### config.mk
export PLATFORM = sky130hd
export DESIGN_NAME = serial_subtractor
export DESIGN_NICKNAME = d
export VERILOG_FILES = /design/src/rtl/serial_subtractor_pkg.sv /design/src/rtl/serial_subtractor_half_subtractor.sv /design/src/rtl/serial_subtractor.sv
export SDC_FILE = /design/constraint.sdc
export NUM_CORES = 1
export LEC_CHECK = 0
export CAP_MARGIN = 0
export CORE_AREA = 2 2 77 79
export DETAILED_ROUTE_END_ITERATION = 8
export DIE_AREA = 0 0 79 81
export GPL_TIMING_DRIVEN = 0
export SLEW_MARGIN = 40
export SYNTH_ARGS = -nofsm -noshare
export SYNTH_HDL_FRONTEND = slang
export SYNTH_SLANG_ARGS = --single-unit
### constraint.sdc
create_clock -name clk -period 2 [get_ports clk]
set_input_delay 0.4 -clock clk [delete_from_list [all_inputs] [get_ports clk]]
set_output_delay 0.4 -clock clk [all_outputs]
set_load 0.03 [all_outputs]
### src/rtl/serial_subtractor_pkg.sv
// Shared definitions for the bit-serial subtractor: FSM state encoding
// and the helper that sizes the bit counter.
package serial_subtractor_pkg;

  typedef enum logic [1:0] {
    ST_IDLE  = 2'd0,
    ST_SHIFT = 2'd1,
    ST_DONE  = 2'd2
  } state_t;

  function automatic int clog2(input int value);
    int r;
    r = 0;
    while ((1 << r) < value) begin
      r = r + 1;
    end
    return r;
  endfunction

  // Counter must hold 0..WIDTH, never narrower than one bit.
  function automatic int cnt_width(input int width);
    int w;
    w = clog2(width + 1);
    return (w < 1) ? 1 : w;
  endfunction

endpackage

### src/rtl/serial_subtractor_half_subtractor.sv
// Half-subtractor cell: diff = a ^ b, borrow out = ~a & b.
// Two of these plus an OR form one full-subtract bit slice.
module half_subtractor (
  output logic diff,
  output logic b_out,
  input  logic a,
  input  logic b
);

  assign diff  = a ^ b;
  assign b_out = ~a & b;

endmodule

### src/rtl/serial_subtractor.sv
// Bit-serial WIDTH-bit subtractor (a - b), LSB first, one bit per clock,
// with start/ready/done handshake and borrow/overflow/zero flags.
module serial_subtractor
  import serial_subtractor_pkg::*;
#(
  parameter int WIDTH = 8
) (
  input  logic             clk,
  input  logic             rst_n,
  input  logic             start,
  input  logic [WIDTH-1:0] a,
  input  logic [WIDTH-1:0] b,
  output logic             ready,
  output logic             busy,
  output logic             done,
  output logic [WIDTH-1:0] diff,
  output logic             borrow,
  output logic             overflow,
  output logic             zero
);

  localparam int CW = cnt_width(WIDTH);

  state_t           r_state;
  state_t           w_state_next;
  logic [WIDTH-1:0] r_a;
  logic [WIDTH-1:0] r_b;
  logic [WIDTH-1:0] w_a_shift;
  logic [WIDTH-1:0] w_b_shift;
  logic [CW-1:0]    r_cnt;
  logic             r_br;
  logic             r_a_msb;
  logic             r_b_msb;
  logic [WIDTH-1:0] r_diff;
  logic             r_borrow;
  logic             r_overflow;
  logic             r_zero;
  logic             w_load;
  logic             w_step;
  logic             w_last;
  logic             w_hs0_d;
  logic             w_hs0_b;
  logic             w_hs1_b;
  logic             w_bit_d;
  logic             w_bit_br;

  // Full-subtract slice on the current LSBs and the registered borrow.
  half_subtractor u_hs0 (
    .diff  (w_hs0_d),
    .b_out (w_hs0_b),
    .a     (r_a[0]),
    .b     (r_b[0])
  );

  half_subtractor u_hs1 (
    .diff  (w_bit_d),
    .b_out (w_hs1_b),
    .a     (w_hs0_d),
    .b     (r_br)
  );

  assign w_bit_br = w_hs0_b | w_hs1_b;
  assign w_last   = (r_cnt == CW'(WIDTH - 1));

  // The minuend register doubles as the working difference: each consumed
  // minuend bit frees the MSB slot that receives the new difference bit.
  genvar gi;
  generate
    for (gi = 0; gi < WIDTH; gi++) begin : g_shift
      if (gi == WIDTH - 1) begin : g_top
        assign w_a_shift[gi] = w_bit_d;
        assign w_b_shift[gi] = 1'b0;
      end else begin : g_mid
        assign w_a_shift[gi] = r_a[gi+1];
        assign w_b_shift[gi] = r_b[gi+1];
      end
    end
  endgenerate

  always_ff @(posedge clk or negedge rst_n) begin
    if (!rst_n) begin
      r_state <= ST_IDLE;
    end else begin
      r_state <= w_state_next;
    end
  end

  always_comb begin
    w_state_next = r_state;
    w_load       = 1'b0;
    w_step       = 1'b0;
    case (r_state)
      ST_IDLE: begin
        if (start) begin
          w_load       = 1'b1;
          w_state_next = ST_SHIFT;
        end
      end
      ST_SHIFT: begin
        w_step = 1'b1;
        if (w_last) begin
          w_state_next = ST_DONE;
        end
      end
      ST_DONE: begin
        if (start) begin
          w_load       = 1'b1;
          w_state_next = ST_SHIFT;
        end else begin
          w_state_next = ST_IDLE;
        end
      end
      default: w_state_next = ST_IDLE;
    endcase
  end

  always_ff @(posedge clk or negedge rst_n) begin
    if (!rst_n) begin
      r_a        <= '0;
      r_b        <= '0;
      r_cnt      <= '0;
      r_br       <= 1'b0;
      r_a_msb    <= 1'b0;
      r_b_msb    <= 1'b0;
      r_diff     <= '0;
      r_borrow   <= 1'b0;
      r_overflow <= 1'b0;
      r_zero     <= 1'b0;
    end else if (w_load) begin
      r_a     <= a;
      r_b     <= b;
      r_cnt   <= '0;
      r_br    <= 1'b0;
      r_a_msb <= a[WIDTH-1];
      r_b_msb <= b[WIDTH-1];
    end else if (w_step) begin
      r_a   <= w_a_shift;
      r_b   <= w_b_shift;
      r_br  <= w_bit_br;
      r_cnt <= r_cnt + CW'(1);
      if (w_last) begin
        r_diff     <= w_a_shift;
        r_borrow   <= w_bit_br;
        r_overflow <= (r_a_msb != r_b_msb) && (w_a_shift[WIDTH-1] != r_a_msb);
        r_zero     <= ~|w_a_shift;
      end
    end
  end

  assign ready    = (r_state == ST_IDLE) || (r_state == ST_DONE);
  assign busy     = (r_state == ST_SHIFT);
  assign done     = (r_state == ST_DONE);
  assign diff     = r_diff;
  assign borrow   = r_borrow;
  assign overflow = r_overflow;
  assign zero     = r_zero;

endmodule
==> qor.csv, run 1 <==
metric;value;unit
worstHoldPathType;in2async;
startpoint;r_state[1];
hpwlAfterDp;2.55;mm
synth_simple_gate_area_share;0.175;
worstSetupPathType;reg2out;
die_area;6400;um^2
antenna_found_initial;0;
clock_latency;0.29;ns
grt_overflow;0;
maxCapViolCount;0;
nFillCells;580;
status;completed;
std_cell_rows;28;
synth_mux_area_frac;0.109;
ys_warn_count;0;
finClkSkew;0.00979;ns
drt_iter0_drc;60;
root_buffer;clkbuf_8;
initial_core_util;0.289;
cp.required;1.60;ns
cts_tree;yes;
ys_seq_area_frac;0.549;
ant_nets;0;
setup_violations;0;
rrSetupSlack;0.41;ns
placed_cell_area;2080;um^2
finalMaxSlewViolations;0;
synth_cell_type_count;30;
slew_headroom;0.683;
cp_cell_sequence;nand2b_2 > buf_6 > inv_6 > buf_4 > buf_2;
ir_worst_vdd;0.000530;V
insertedDiodeCount;0;
numPortBuffers;32;
die_y;81;um
clk_path_buf_depth;2;
cts_hold_buf;0;
wl_per_cell;12.9;um
drive_gt1_frac;0.173;
fin_area;2190;um^2
wl;3.43;mm
setup_ws;0.149;ns
first_pass_iters;4;
path_clk_slew;0.08;ns
synth_top_family_by_area;simple AND/OR/NAND/NOR gates;
io_pins;33;
post-place-ws;-0.0353;ns
crit_end;busy;
cts_setup_buffers;0;
synthesis.area;1640;um^2
crit_path_max_fanout;10;
end_kind;primary output;
core_area;5680;um^2
die_x;79;um
rsz0062_at_grt;no;
gp_congestion;0.750;
fmax;540;MHz
synth_fa_ha_area_frac;0.0198;
crit_arrival;1.45;ns
cts.sinks;36;
period_share;0.925;
worstReg2RegStart;r_a[0];
crit_path_top_delay_cell;dfrtp_1;
grtUsageTotal;0.122;
grt_first_pass_wirelength;5.91;mm
synth_area_per_cell;10.9;um^2
htreeDepth;2;
p_leak;0.000982;uW
hold_violations;0;
power.density;1690;nW/um^2
drc;0;
worstReg2RegEnd;overflow;
synth-compound-area-share;0.0877;
area_delta_synth_final;33.3;%
final.min_clock_period;1.85;ns
synth_seq_cells;36;
grt_pass1_vias;1252;
nNetsFinal;211;
numCtsBuffers;5;
synth_nets;171;
critPathLaunchType;flip-flop;
reg2regPathDepth;4;
routed_via_density;4.47;
synth_xor_area_frac;0;
synthCells;150;
fin_util;0.385;
tightest_slew;0.476;ns
vias;1190;
grt_start_max_net_pins;23;
crit_path_max_incr_delay;0.37;ns
tns;0;ns
## synth_stat cells
master,instances,share of area
dfrtp_1,36,0.55
nand2_1,35,0.080
nor2_1,11,0.025
a31oi_1,10,0.038
mux2_4,7,0.064
inv_1,5,0.011
nand3_1,5,0.015
a22oi_1,4,0.018
buf_2,4,0.012
mux2i_1,4,0.024
mux2_2,3,0.021
o21ai_0,3,0.0092
a22o_1,2,0.011
and2b_1,2,0.0092
buf_6,2,0.014
nand2b_1,2,0.0076
nor4_1,2,0.0076
a221o_1,1,0.0061
buf_4,1,0.0046
buf_8,1,0.0092
clkbuf_1,1,0.0023
fa_1,1,0.012
ha_1,1,0.0076
inv_6,1,0.0053
nand2b_2,1,0.0053
nand3b_1,1,0.0046
nand4_2,1,0.0076
nor3_1,1,0.0030
nor3_4,1,0.0099
o2bb2ai_1,1,0.0053
## power breakdown
part           total (uW)  switching (uW)  internal, uW
clock network         636             267           369
logic                1720             898           821
registers            1340             255          1080
## cells in the final DEF (no fill, tap or decap), types with 2 or more instances in the layout
cell type / synthesis / layout
mux2_2: 3 / 3
and2b_1: 2 / 2
clkbuf_8: 0 / 5
dfrtp_1: 36 / 36
a22oi_1: 4 / 4
buf_2: 4 / 6
nor4_1: 2 / 2
inv_1: 5 / 5
nand2b_1: 2 / 2
a22o_1: 2 / 2
o21ai_0: 3 / 3
nor2_1: 11 / 11
buf_6: 2 / 2
nand3_1: 5 / 5
nand2_1: 35 / 35
a31oi_1: 10 / 10
mux2i_1: 4 / 4
clkdlybuf4s50_1: 0 / 29
mux2_4: 7 / 7
## critical path, delay by kind of cell, from the launching register on
family / cells / cell delay (ns)
buffers and inverters: 4 / 0.59
DFF: 1 / 0.37
and+or+nand+nor: 1 / 0.21
## cell type report
class                           count  area [um^2]  area share
Clock inverter                      3         42.5      0.0195
Tap cell                           75         93.8      0.0429
Multi-Input combinational cell     99          643       0.294
Buffer                              9         68.8      0.0315
Inverter                            6         27.5      0.0126
Sequential cell                    36          901       0.412
Clock buffer                        5         68.8      0.0315
Timing Repair Buffer               33          340       0.156
## cell families after synthesis
logic type / after synthesis
flip-flops: 36
AO/OA/AOI/OAI: 21
buffers and inverters: 15
AND/OR/NAND/NOR: 62
adder cells (fa/ha/maj): 2
multiplexers: 14
## registers in the layout, indices dropped and copies added, names as in the netlist, 2 cells and up
signal and count:
diff 8, r_b 8, r_a 8, r_cnt 4, r_state 2
## through the flow
step / total power (uW) / hold WS (ns) / instances
CTS: 3750 / 0.0222 / 266
global route: 3970 / 0.0324 / 266
detailed placement: 3110 / 0.338 / 258
floorplan: 2540 / 0.104 / 150
finish: 3690 / 0.0173 / 266
global placement: 3060 / 0.472 / 257
## per-layer routing
metal	wire length (um)	part of all wire	vias up	global-route usage
met1	1630	0.47	569	0.152
met4	52	0.015	0	0.0466
met3	157	0.046	7	0.0311
li1	-	-	585	-
met5	0	0	-	0
met2	1590	0.46	29	0.203
## how the worst min path moves through the flow
| stage | to | depth (start not counted) | from |
|---|---|---|---|
| 2_1_floorplan | borrow | 0 | rst_n |
| 3_3_place_gp | r_br | 1 | r_br |
| 3_5_place_dp | diff[4] | 1 | rst_n |
| 4_1_cts | diff[1] | 1 | rst_n |
| 5_1_grt | diff[1] | 1 | rst_n |
| 6_report | diff[4] | 1 | rst_n |
## timing repair
| action | CTS | global route |
|---|---|---|
| endpoints found under the setup margin | 1 | 2 |
| pin swaps | 0 | 0 |
| resized for setup | 3 | 3 |
Note: power is estimated with default switching activity, not from simulation.
==> run 2, diff against run 1 <==
- REMOVE_ABC_BUFFERS: unset -> 1
==> run 2 against run 1 <==
Combinational power decreased by 7%. Die area is the same. Sequential power is essentially flat. Clock power decreased by 17%. Hold slack gained 0.0089 ns. Final area is 3.9% lower. Critical path type unchanged. Largest power group unchanged.
==> qor.csv, run 2 (synthesis results as in run 1) <==
metric;value;unit
drive_gt1_frac;0.132;
die_x;79;um
root_buffer;clkbuf_8;
gp_congestion;0.727;
final_common_cell;dfrtp_1;
setup_violations;0;
crit_path_max_incr_delay;0.66;ns
tightest_slew;0.753;ns
insertedDiodeCount;0;
grtUsageTotal;0.117;
finClkSkew;0.00472;ns
nNetsFinal;202;
first_pass_iters;4;
critPathLaunchType;flip-flop;
wl;3.28;mm
cts.sinks;36;
crit_arrival;1.44;ns
hpwlAfterDp;2.23;mm
drc;0;
wl_per_cell;12.8;um
finalMaxSlewViolations;0;
grt_start_max_net_pins;30;
htreeDepth;2;
cts_setup_buffers;0;
numCtsBuffers;5;
vias;1179;
drt_iter0_drc;71;
power.density;1650;nW/um^2
critical-path-top-delay-family;buffers and inverters;
maxCapViolCount;0;
crit_path_top_delay_cell;clkdlybuf4s50_1;
period_share;0.922;
area_delta_synth_final;28.0;%
hold_ws;0.0263;ns
fin_util;0.370;
io_pins;33;
initial_core_util;0.289;
fin_area;2100;um^2
clk_path_buf_depth;2;
placed_cell_area;2010;um^2
final_cell_mix;dfrtp_1 (36), nand2_1 (35), clkdlybuf4s50_1 (29);
worstReg2RegStart;r_state[1];
rsz0062_at_grt;no;
cts_hold_buf;0;
die_area;6400;um^2
grt_first_pass_wirelength;5.64;mm
worstReg2RegEnd;diff[0];
fmax;542;MHz
ir_worst_vdd;0.000542;V
slew_headroom;0.497;
numPortBuffers;32;
cp_num_buf_inv;2;
clock_latency;0.29;ns
end_kind;primary output;
p_leak;0.000922;uW
path_clk_slew;0.07;ns
cp_cell_sequence;inv_1 > clkdlybuf4s50_1;
antenna_found_initial;0;
worstHoldPathType;in2async;
routed_via_density;4.59;
hold_violations;0;
std_cell_rows;28;
rrSetupSlack;0.16;ns
die_y;81;um
crit_path_max_fanout;5;
worstSetupPathType;reg2out;
final.min_clock_period;1.84;ns
grt_overflow;0;
cp.required;1.60;ns
startpoint;r_state[0];
ant_nets;0;
grt_pass1_vias;1206;
cts_tree;yes;
status;completed;
core_area;5680;um^2
reg2regPathDepth;3;
## run 2: cell types whose count changed in the layout (fill, tap and decap cells not counted), sizes merged
cell / delta
clkinv: -1
clkbuf: +3
buf: -9
bufinv: -1
clkinvlp: -1
dlymetal6s2s: -1
dlygate4sd2: +1
## run 2: where the power goes
part           internal, uW  switching (uW)
sequential             1080             251
combinational           739             865
clock                   281             250
total                  2100            1370
## run 2: final cells by class
cell class | count | area, um^2
Fill cell | 597 | 3580
Sequential cell | 36 | 901
Multi-Input combinational cell | 99 | 651
Timing Repair Buffer | 33 | 337
Tap cell | 75 | 93.8
Clock buffer | 8 | 90.1
Inverter | 6 | 27.5
## run 2: per-stage QoR
| stage | setup TNS [ns] | setup WS (ns) | power, uW | std cells |
|---|---|---|---|---|
| after detailed placement | -0.426 | -0.151 | 2990 | 249 |
| final | 0 | 0.155 | 3470 | 257 |
| after floorplan | 0 | 0.233 | 2430 | 141 |
| after CTS | 0 | 0.00985 | 3540 | 257 |
| after global placement | -12.17 | -0.332 | 2940 | 248 |
| after global routing | 0 | 0.0407 | 3740 | 257 |
## run 2: worst max path at each step
| stage | end | slack [ns] | cells after the start |
|---|---|---|---|
| finish | ready | 0.16 | 2 |
| global route | diff[1] | 0.04 | 3 |
| CTS | busy | 0.01 | 3 |
| detailed placement | busy | -0.15 | 3 |
| global placement | r_b[3] | -0.33 | 1 |
| floorplan | diff[0] | 0.23 | 3 |
## run 2: routing by layer
layer | track usage | part of all wire | up-vias
met3 | 0.0433 | 0.058 | 7
met2 | 0.196 | 0.46 | 28
li1 | - | - | 571
met4 | 0.0517 | 0.019 | 0
met1 | 0.134 | 0.46 | 573
met5 | 0 | 0 | -
## run 2: repair_timing
item | CTS | global route
pin swaps | 0 | 0
endpoints found under the setup margin | 10 | 1
resized for setup | 3 | 2
==> run 3, diff against run 2 <==
- PLACE_DENSITY: unset -> 0.57
==> run 3 against run 2 <==
Register-to-register slack barely moved. Routed wire length decreased by 3.2%. First-iteration DRC count down 14%. Sequential power about the same. Cell count stayed put. Worst setup slack lost 0.0084 ns. Critical endpoint unchanged. Largest power group unchanged.
==> qor.csv, run 3 (synthesis results as in run 1) <==
metric;value;unit
status;completed;
hold_violations;0;
die_area;6400;um^2
path_clk_slew;0.08;ns
std_cell_rows;28;
htreeDepth;2;
ant_nets;0;
clock_latency;0.28;ns
root_buffer;clkbuf_8;
ir_worst_vdd;0.000490;V
grtUsageTotal;0.110;
wl;3.18;mm
grt_start_max_net_pins;30;
io_pins;33;
cts_setup_buffers;0;
drive_gt1_frac;0.137;
insertedDiodeCount;0;
startpoint;r_state[0];
area_delta_synth_final;29.1;%
slew_headroom;0.511;
setup_ws;0.147;ns
numCtsBuffers;5;
dr_wl_met2;1.43;mm
grt_first_pass_wirelength;5.44;mm
clk_path_buf_depth;2;
numPortBuffers;32;
setup_violations;0;
die_x;79;um
tightest_slew;0.731;ns
cts_tree;yes;
worstSetupPathType;reg2out;
crit_path_top_delay_cell;clkdlybuf4s50_1;
routed_via_density;4.46;
fmax;540;MHz
crit_path_max_fanout;5;
cts.sinks;36;
fin_util;0.373;
final_cell_mix;dfrtp_1 (36), nand2_1 (35), clkdlybuf4s50_1 (29);
grt_overflow;0;
die_y;81;um
critPathLaunchType;flip-flop;
gp_congestion;0.715;
initial_core_util;0.289;
rsz0062_at_grt;no;
wl_met1;1.53;mm
worstHoldPathType;in2async;
finalMaxSlewViolations;0;
cp_cell_sequence;inv_1 > clkdlybuf4s50_1;
hpwlAfterDp;2.17;mm
maxCapViolCount;0;
routed.top_layer;met4;
crit_path_max_incr_delay;0.66;ns
crit_arrival;1.45;ns
p_leak;0.000932;uW
core_area;5680;um^2
nNetsFinal;202;
crit_end;ready;
final.min_clock_period;1.85;ns
vias;1145;
rrSetupSlack;0.17;ns
final_common_cell;dfrtp_1;
drc;0;
worstReg2RegEnd;diff[1];
post-place-ws;-0.180;ns
power.density;1680;nW/um^2
antenna_found_initial;0;
wl_per_cell;12.4;um
period_share;0.927;
end_kind;primary output;
grt_pass1_vias;1183;
reg2regPathDepth;3;
worstReg2RegStart;r_state[0];
drt_iter0_drc;61;
finClkSkew;0.00981;ns
cp.required;1.60;ns
first_pass_iters;4;
wl_met3;170;um
==> run 3: cell types whose count changed in the layout (fill, tap and decap cells not counted), sizes merged <==
cell    before  now
clkinv       0    1
clkbuf       9    7
bufinv       0    1
==> run 3: metal layers <==
layer,vias to the layer above,GRT usage
li1,569,-
met1,542,0.134
met4,0,0.0466
met5,-,0
met3,5,0.0322
met2,29,0.181
==> run 3: worst max-delay path: cells and delay by family (launching register included) <==
family / cells / cell delay [ns]
DFF: 1 / 0.44
buffers and inverters: 2 / 0.73
==> run 3: per-stage QoR <==
step	power [uW]	instances	hold slack [ns]	setup TNS, ns	cell area (um^2)
2_1_floorplan	2430	141	0.104	0	1570
3_3_place_gp	2940	248	0.474	-11.69	1990
3_5_place_dp	2990	249	0.343	-0.326	2010
4_1_cts	3620	257	0.0315	0	2120
5_1_grt	3830	257	0.0433	0	2120
6_report	3560	257	0.0266	0	2120
==> run 3: area by class of cell <==
class	count	area, um^2
Fill cell	602	3560
Sequential cell	36	901
Multi-Input combinational cell	99	651
Timing Repair Buffer	33	337
Tap cell	75	93.8
Clock buffer	6	72.6
Clock inverter	2	35.0
Inverter	6	27.5
==> run 3: worst min path at each step <==
stage,startpoint,to,slack (ns),cells past startpoint
4_1_cts,rst_n,diff[4],0.03,1
3_5_place_dp,rst_n,diff[4],0.34,1
5_1_grt,rst_n,diff[4],0.04,1
3_3_place_gp,r_br,r_br,0.47,1
6_report,rst_n,diff[4],0.03,1
2_1_floorplan,rst_n,borrow,0.10,0
==> run 3: what timing repair did <==
action | in CTS | in global routing
hold buffers | 0 | 0
setup endpoints to repair | 10 | 1
gates resized for setup | 4 | 1
==> run 3: power breakdown <==
part           internal [uW]  switching (uW)  total [uW]
combinational            738             869        1610
clock                    370             250         620
sequential              1080             249        1330
total                   2190            1370        3560
